## config.mk

```make
export PLATFORM = sky130hd
export DESIGN_NAME = insn_prefetch_queue
export DESIGN_NICKNAME = d
export VERILOG_FILES = /design/src/rtl/insn_prefetch_queue.sv
export SDC_FILE = /design/constraint.sdc
export NUM_CORES = 1
export LEC_CHECK = 0
export ABC_AREA = 1
export BUFFER_PORTS_ARGS = -buffer_cell sky130_fd_sc_hd__buf_4
export CAP_MARGIN = 20
export CELL_PAD_IN_SITES_DETAIL_PLACEMENT = 1
export CELL_PAD_IN_SITES_GLOBAL_PLACEMENT = 2
export CORE_MARGIN = 1.5
export CORE_UTILIZATION = 35
export CTS_BUF_LIST = sky130_fd_sc_hd__clkbuf_4
export DETAILED_ROUTE_END_ITERATION = 6
export PLACE_DENSITY = 0.91
export REMOVE_ABC_BUFFERS = 1
export SYNTH_ARGS = -nofsm -noshare
export SYNTH_HDL_FRONTEND = slang
export SYNTH_SLANG_ARGS = --single-unit
```

## constraint.sdc

```tcl
create_clock -name clk -period 4.35 [get_ports clk]
set_input_delay 0.87 -clock clk [delete_from_list [all_inputs] [get_ports clk]]
set_output_delay 0.87 -clock clk [all_outputs]
set_load 0.005 [all_outputs]
```

## src/rtl/insn_prefetch_queue.sv

```systemverilog
// Instruction prefetch queue: sequential CS:IP word fetches buffered as bytes for the decoder.
// Optional PREFETCH_BYPASS_EN shows ack data combinationally while the queue is empty.
module insn_prefetch_queue #(
  parameter int DEPTH = 6
) (
  input  logic                       clk,
  input  logic                       reset,
  output logic [19:1]                fetch_addr,
  output logic                       fetch_access,
  input  logic [15:0]                fetch_data,
  input  logic                       fetch_ack,
  input  logic                       load_new_ip,
  input  logic [15:0]                new_cs,
  input  logic [15:0]                new_ip,
  input  logic                       fifo_rd_en,
  output logic [7:0]                 fifo_data,
  output logic                       fifo_empty,
  output logic [$clog2(DEPTH+1)-1:0] fifo_level
);
  localparam int PW = $clog2(DEPTH);
  localparam int LW = $clog2(DEPTH + 1);

  typedef enum logic [1:0] {IDLE, FETCH, DISCARD} state_t;

  state_t        state;
  logic [15:0]   cs;
  logic [15:0]   fetch_ip;
  logic [7:0]    ring [DEPTH];
  logic [PW-1:0] rd_ptr;
  logic [PW-1:0] wr_ptr;
  logic [LW-1:0] level;

  function automatic logic [PW-1:0] ptr_inc(input logic [PW-1:0] p);
    return (p == PW'(DEPTH - 1)) ? '0 : p + PW'(1);
  endfunction

  function automatic logic [19:0] phys_of(input logic [15:0] seg, input logic [15:0] off);
    return {seg, 4'b0} + {4'b0, off};
  endfunction

  logic        odd;
  logic        push;
  logic        pop;
  logic        space;
  logic [1:0]  push_n;
  logic [7:0]  first_byte;
  logic [15:0] cs_nxt;
  logic [15:0] ip_nxt;
  logic [19:0] nxt_phys;
  logic [LW:0] level_nxt;

  // The segment shifted by 4 never touches bit 0, so byte parity is the offset's.
  assign odd        = fetch_ip[0];
  assign push       = (state == FETCH) && fetch_ack && !load_new_ip;
  assign push_n     = push ? (odd ? 2'd1 : 2'd2) : 2'd0;
  assign first_byte = odd ? fetch_data[15:8] : fetch_data[7:0];

`ifdef PREFETCH_BYPASS_EN
  assign fifo_empty = (level == '0) && !push;
  assign fifo_data  = ((level == '0) && push) ? first_byte : ring[rd_ptr];
`else
  assign fifo_empty = (level == '0);
  assign fifo_data  = ring[rd_ptr];
`endif

  assign pop        = fifo_rd_en && !fifo_empty && !load_new_ip;
  assign fifo_level = level;
  assign level_nxt  = load_new_ip ? '0
                    : (LW+1)'(level) + (LW+1)'(push_n) - (LW+1)'(pop);

  always_comb begin
    cs_nxt = cs;
    ip_nxt = fetch_ip;
    if (load_new_ip) begin
      cs_nxt = new_cs;
      ip_nxt = new_ip;
    end else if (push) begin
      ip_nxt = fetch_ip + (odd ? 16'd1 : 16'd2);
    end
  end

  assign nxt_phys = phys_of(cs_nxt, ip_nxt);
  assign space    = level_nxt <= (LW+1)'(nxt_phys[0] ? DEPTH - 1 : DEPTH - 2);

  always_ff @(posedge clk or posedge reset) begin
    if (reset) begin
      state        <= IDLE;
      fetch_access <= 1'b0;
      cs           <= 16'hFFFF;
      fetch_ip     <= '0;
      fetch_addr   <= 19'h7FFF8;
      rd_ptr       <= '0;
      wr_ptr       <= '0;
      level        <= '0;
      for (int i = 0; i < DEPTH; i++) ring[i] <= '0;
    end else begin
      cs       <= cs_nxt;
      fetch_ip <= ip_nxt;
      level    <= level_nxt[LW-1:0];
      // An outstanding request keeps its address until acked, even across a flush.
      if (state == IDLE || fetch_ack) fetch_addr <= nxt_phys[19:1];

      if (load_new_ip) begin
        rd_ptr <= '0;
        wr_ptr <= '0;
      end else begin
        if (pop) rd_ptr <= ptr_inc(rd_ptr);
        if (push) begin
          ring[wr_ptr] <= first_byte;
          if (odd) begin
            wr_ptr <= ptr_inc(wr_ptr);
          end else begin
            ring[ptr_inc(wr_ptr)] <= fetch_data[15:8];
            wr_ptr <= ptr_inc(ptr_inc(wr_ptr));
          end
        end
      end

      case (state)
        IDLE: begin
          state        <= space ? FETCH : IDLE;
          fetch_access <= space;
        end
        FETCH: begin
          if (fetch_ack) begin
            state        <= (space && !load_new_ip) ? FETCH : IDLE;
            fetch_access <= space && !load_new_ip;
          end else if (load_new_ip) begin
            state <= DISCARD;
          end
        end
        DISCARD: begin
          if (fetch_ack) begin
            state        <= IDLE;
            fetch_access <= 1'b0;
          end
        end
        default: begin
          state        <= IDLE;
          fetch_access <= 1'b0;
        end
      endcase
    end
  end
endmodule

```

==> impl_metrics.py <==
metrics = {
    "clock_network": {
        "cts_setup_buffers": 0,
        "path_clk_slew_ns": 0.21,
        "cts_buffer_depth": 2,
        "cts_made_buffers": 9,
        "cts_htree_levels": 3,
        "cts_resized": 0,
        "hold_buffers": 0,
        "root_buffer": "clkbuf_4",
        "clk-insertion-delay-late_ns": 0.54,
        "cts_tree": "done",
        "clock_sinks": 111,
    },
    "worst_setup_path": {
        "r2r_start": "fetch_ip[0]",
        "critical_path.top_delay_family": "simple AND/OR/NAND/NOR gates",
        "crit_buf_inv": 1,
        "worstSetupPathType": "reg -> reg",
        "cp_max_fo": 8,
        "cp-start-kind": "flop",
        "end_kind": "flop",
        "required_ns": 4.82,
        "rrSetupSlack_ns": 0.97,
        "worstRegToRegCells": 18,
        "crit_chain": "inv_2 -> ha_1 -> nand3_1 -> nand2_1 -> nand3_1 -> nor2_2 -> nand3_1 -> nand3_1 -> nand2_1 -> ha_1 -> nand2_1 -> o21ai_0 -> nand2_1 -> nand3_1 -> nand2_1 -> nand2_1 -> nand3_1 -> nand2_1",
        "r2r_end": "fetch_addr[18]",
        "cp_slowest_cell": "dfrtp_1",
        "crit_path_max_incr_delay_ns": 0.62,
        "path_common_cell": "nand2_1",
        "worstPathArrival_ns": 3.86,
    },
    "timing": {
        "rsz0062_at_grt": "false",
        "skew_ns": 0.03768,
        "setup-violations-final": 0,
        "relSlewSlack": 0.3891,
        "drv_slew": 0,
        "min_period_ns": 3.383,
        "tightest_slew_ns": 0.9068,
        "setup_tns_ns": 0,
        "hold_viol": 0,
        "finalCritPeriodShare": 0.7777,
        "timing.fmax_mhz": 295.6,
    },
    "drt": {
        "antenna_left": 0,
        "firstDrtPassIters": 5,
        "routed-via-count": 6419,
        "drt-initial-drc-count": 357,
        "wl_per_cell_um": 17.14,
        "drt-total-wl_um": 21410,
        "drc_errors": 0,
        "via_per_inst": 5.139,
    },
    "final_layout": {
        "area_growth_pct": 15.23,
        "layout_commonest_cell": "nand2_1",
        "final_nets": 1057,
        "mostFrequentLayoutCells": "253 x nand2_1, 101 x inv_1, 94 x o21ai_0",
        "layout-drive-gt1-share": 0.1753,
        "n_fill_cell": 2411,
    },
    "synthesis": {
        "ys_seq_area_frac": 0.4168,
        "synth_edf_count": 0,
        "syn_inst": 909,
        "syn-cell-area_mm2": 0.006760,
        "ys_warn_count": 0,
        "synth_cell_types": 46,
        "ys_seq_elements": 111,
        "syn_avg_cell_area_um2": 7.437,
        "async_reset_ff_frac": 1.000,
        "yosys_most_used_dff": "dfrtp_1",
    },
    "floorplanning": {
        "die_area_mm2": 0.02016,
        "fp.dieH_um": 142.0,
        "io_pins": 85,
        "initial_core_util": 0.3590,
        "coreArea_mm2": 0.01883,
        "rows": 50,
        "die_w_um": 142.0,
    },
    "place": {
        "hpwl_um": 15680,
        "portBuffers": 84,
        "place_congestion": 0.8508,
    },
    "status": {
        "status": "finished clean",
    },
    "global_routing": {
        "antenna_found_initial": 1,
        "grt_pass1_wl_um": 35080,
        "overflow": 0,
        "grt_max_degree": 67,
        "grt_util_all_layers": 0.2230,
        "grt_pass1_vias": 6707,
    },
    "power_and_ir_drop": {
        "seq_power_share": 0.408,
        "internal-power_mw": 2.334,
        "leakagePower_nw": 3.830,
        "p_clk_frac": 0.145,
        "p_sw_frac": 0.4229,
        "ir_drop_uv": 206.6,
        "fin_total_pwr_mw": 4.043,
        "power_density_mw_per_mm2": 519.0,
        "p_comb_frac": 0.447,
        "p_switching_mw": 1.710,
    },
    "job": {
        "drv_cap": 0,
    },
    "hold_path": {
        "min_path_type": "in -> async",
    },
}
cell usage after synthesis, types with 2 or more instances:
master / instances / area (µm²)
xor2_1: 3 / 26.28
a32oi_1: 5 / 43.79
and2_1: 2 / 12.51
clkbuf_1: 11 / 41.29
o21bai_1: 3 / 22.52
nor2_4: 3 / 33.78
nand2_2: 3 / 18.77
inv_1: 102 / 382.9
dfrtp_1: 79 / 1977
o31ai_1: 3 / 22.52
buf_4: 3 / 22.52
xnor2_1: 5 / 43.79
nand4_1: 11 / 68.82
fa_1: 2 / 40.04
nor2_2: 3 / 18.77
a31oi_1: 14 / 87.58
a22oi_1: 13 / 97.59
nand2_1: 253 / 949.7
o21ai_1: 5 / 25.02
a21o_1: 3 / 22.52
or2_2: 3 / 18.77
dfstp_2: 32 / 840.8
inv_2: 6 / 22.52
ha_1: 20 / 250.2
o211ai_1: 7 / 52.55
o21ai_0: 94 / 470.5
nand2_4: 4 / 45.04
buf_2: 14 / 70.07
nor2_1: 77 / 289.0
o22ai_1: 26 / 162.7
o221ai_1: 6 / 52.55
nand3_1: 43 / 215.2
buf_1: 2 / 7.510
a21oi_1: 37 / 185.2
how the worst max path moves through the flow:
stage | end | slack [ns] | cells after the start | start
3_5_place_dp | fetch_addr[18] | 0.67 | 18 | load_new_ip
4_1_cts | fetch_addr[18] | 0.96 | 18 | fetch_ip[0]
3_3_place_gp | fetch_addr[18] | 0.77 | 18 | load_new_ip
6_report | fetch_addr[18] | 0.97 | 18 | fetch_ip[0]
5_1_grt | fetch_addr[18] | 0.67 | 18 | fetch_ip[0]
2_1_floorplan | fetch_addr[18] | 0.38 | 17 | load_new_ip
power by group through the flow:
stage | logic, mW | registers (mW) | clock network (mW)
2_1_floorplan | 1.08 | 1.63 | 0
3_3_place_gp | 1.77 | 1.66 | 0
3_5_place_dp | 1.82 | 1.67 | 0
4_1_cts | 1.83 | 1.65 | 0.598
5_1_grt | 2.05 | 1.69 | 0.636
6_report | 1.81 | 1.65 | 0.586
sequential cells by signal, summed over array words and instances (netlist names):
| register | cells |
|---|---|
| cs | 16 |
| fetch_access | 1 |
| fetch_addr | 19 |
| fetch_ip | 16 |
| fifo_level | 3 |
| rd_ptr | 3 |
| ring | 48 |
| state | 2 |
| wr_ptr | 3 |
layer usage:
metal  up-vias  share of wire  routed length [µm]  global-route usage
met5         -              0                   0                   0
met4         0          0.019                 413             0.07216
met3        26          0.039                 836             0.02995
met2       129           0.48               10320              0.3800
met1      3103           0.46                9840              0.2931
li1       3161              -                   -                   -
metrics by stage:
stage          cell area [µm²]  setup WS (ns)  instances    util  hold slack (ns)
2_1_floorplan             6608         0.3841        878       -           0.4558
5_1_grt                   7790         0.6651       1249  0.4137           0.3311
3_5_place_dp              7636         0.6677       1231  0.4055           0.4607
3_3_place_gp              7636         0.7676       1231  0.4055           0.4567
6_report                  7790         0.9668       1249  0.4137           0.3236
4_1_cts                   7785         0.9644       1247  0.4134           0.3282
kinds of logic (layout without fill, tap and decap cells):
logic type	after synthesis	count (layout)	synth area share
flops	111	111	0.4168
buf+inv	141	219	0.08421
other cells	0	2	0
xor+xnor	8	8	0.01037
compound gates	219	219	0.1880
fa+ha+maj	22	22	0.04294
simple gates	408	408	0.2576
cell type report:
class | count | area, µm² | area share
diodes | 2 | 5.005 | 0.0006425
clock buffers | 10 | 75.07 | 0.009637
clock inverters | 6 | 73.82 | 0.009476
inverters | 110 | 419.2 | 0.05381
multi-input cells | 657 | 3376 | 0.4333
flip-flops and latches | 111 | 2818 | 0.3617
well taps | 260 | 325.3 | 0.04176
repair buffers | 93 | 698.2 | 0.08962
No activity file was read; power rests on OpenSTA's default activity.
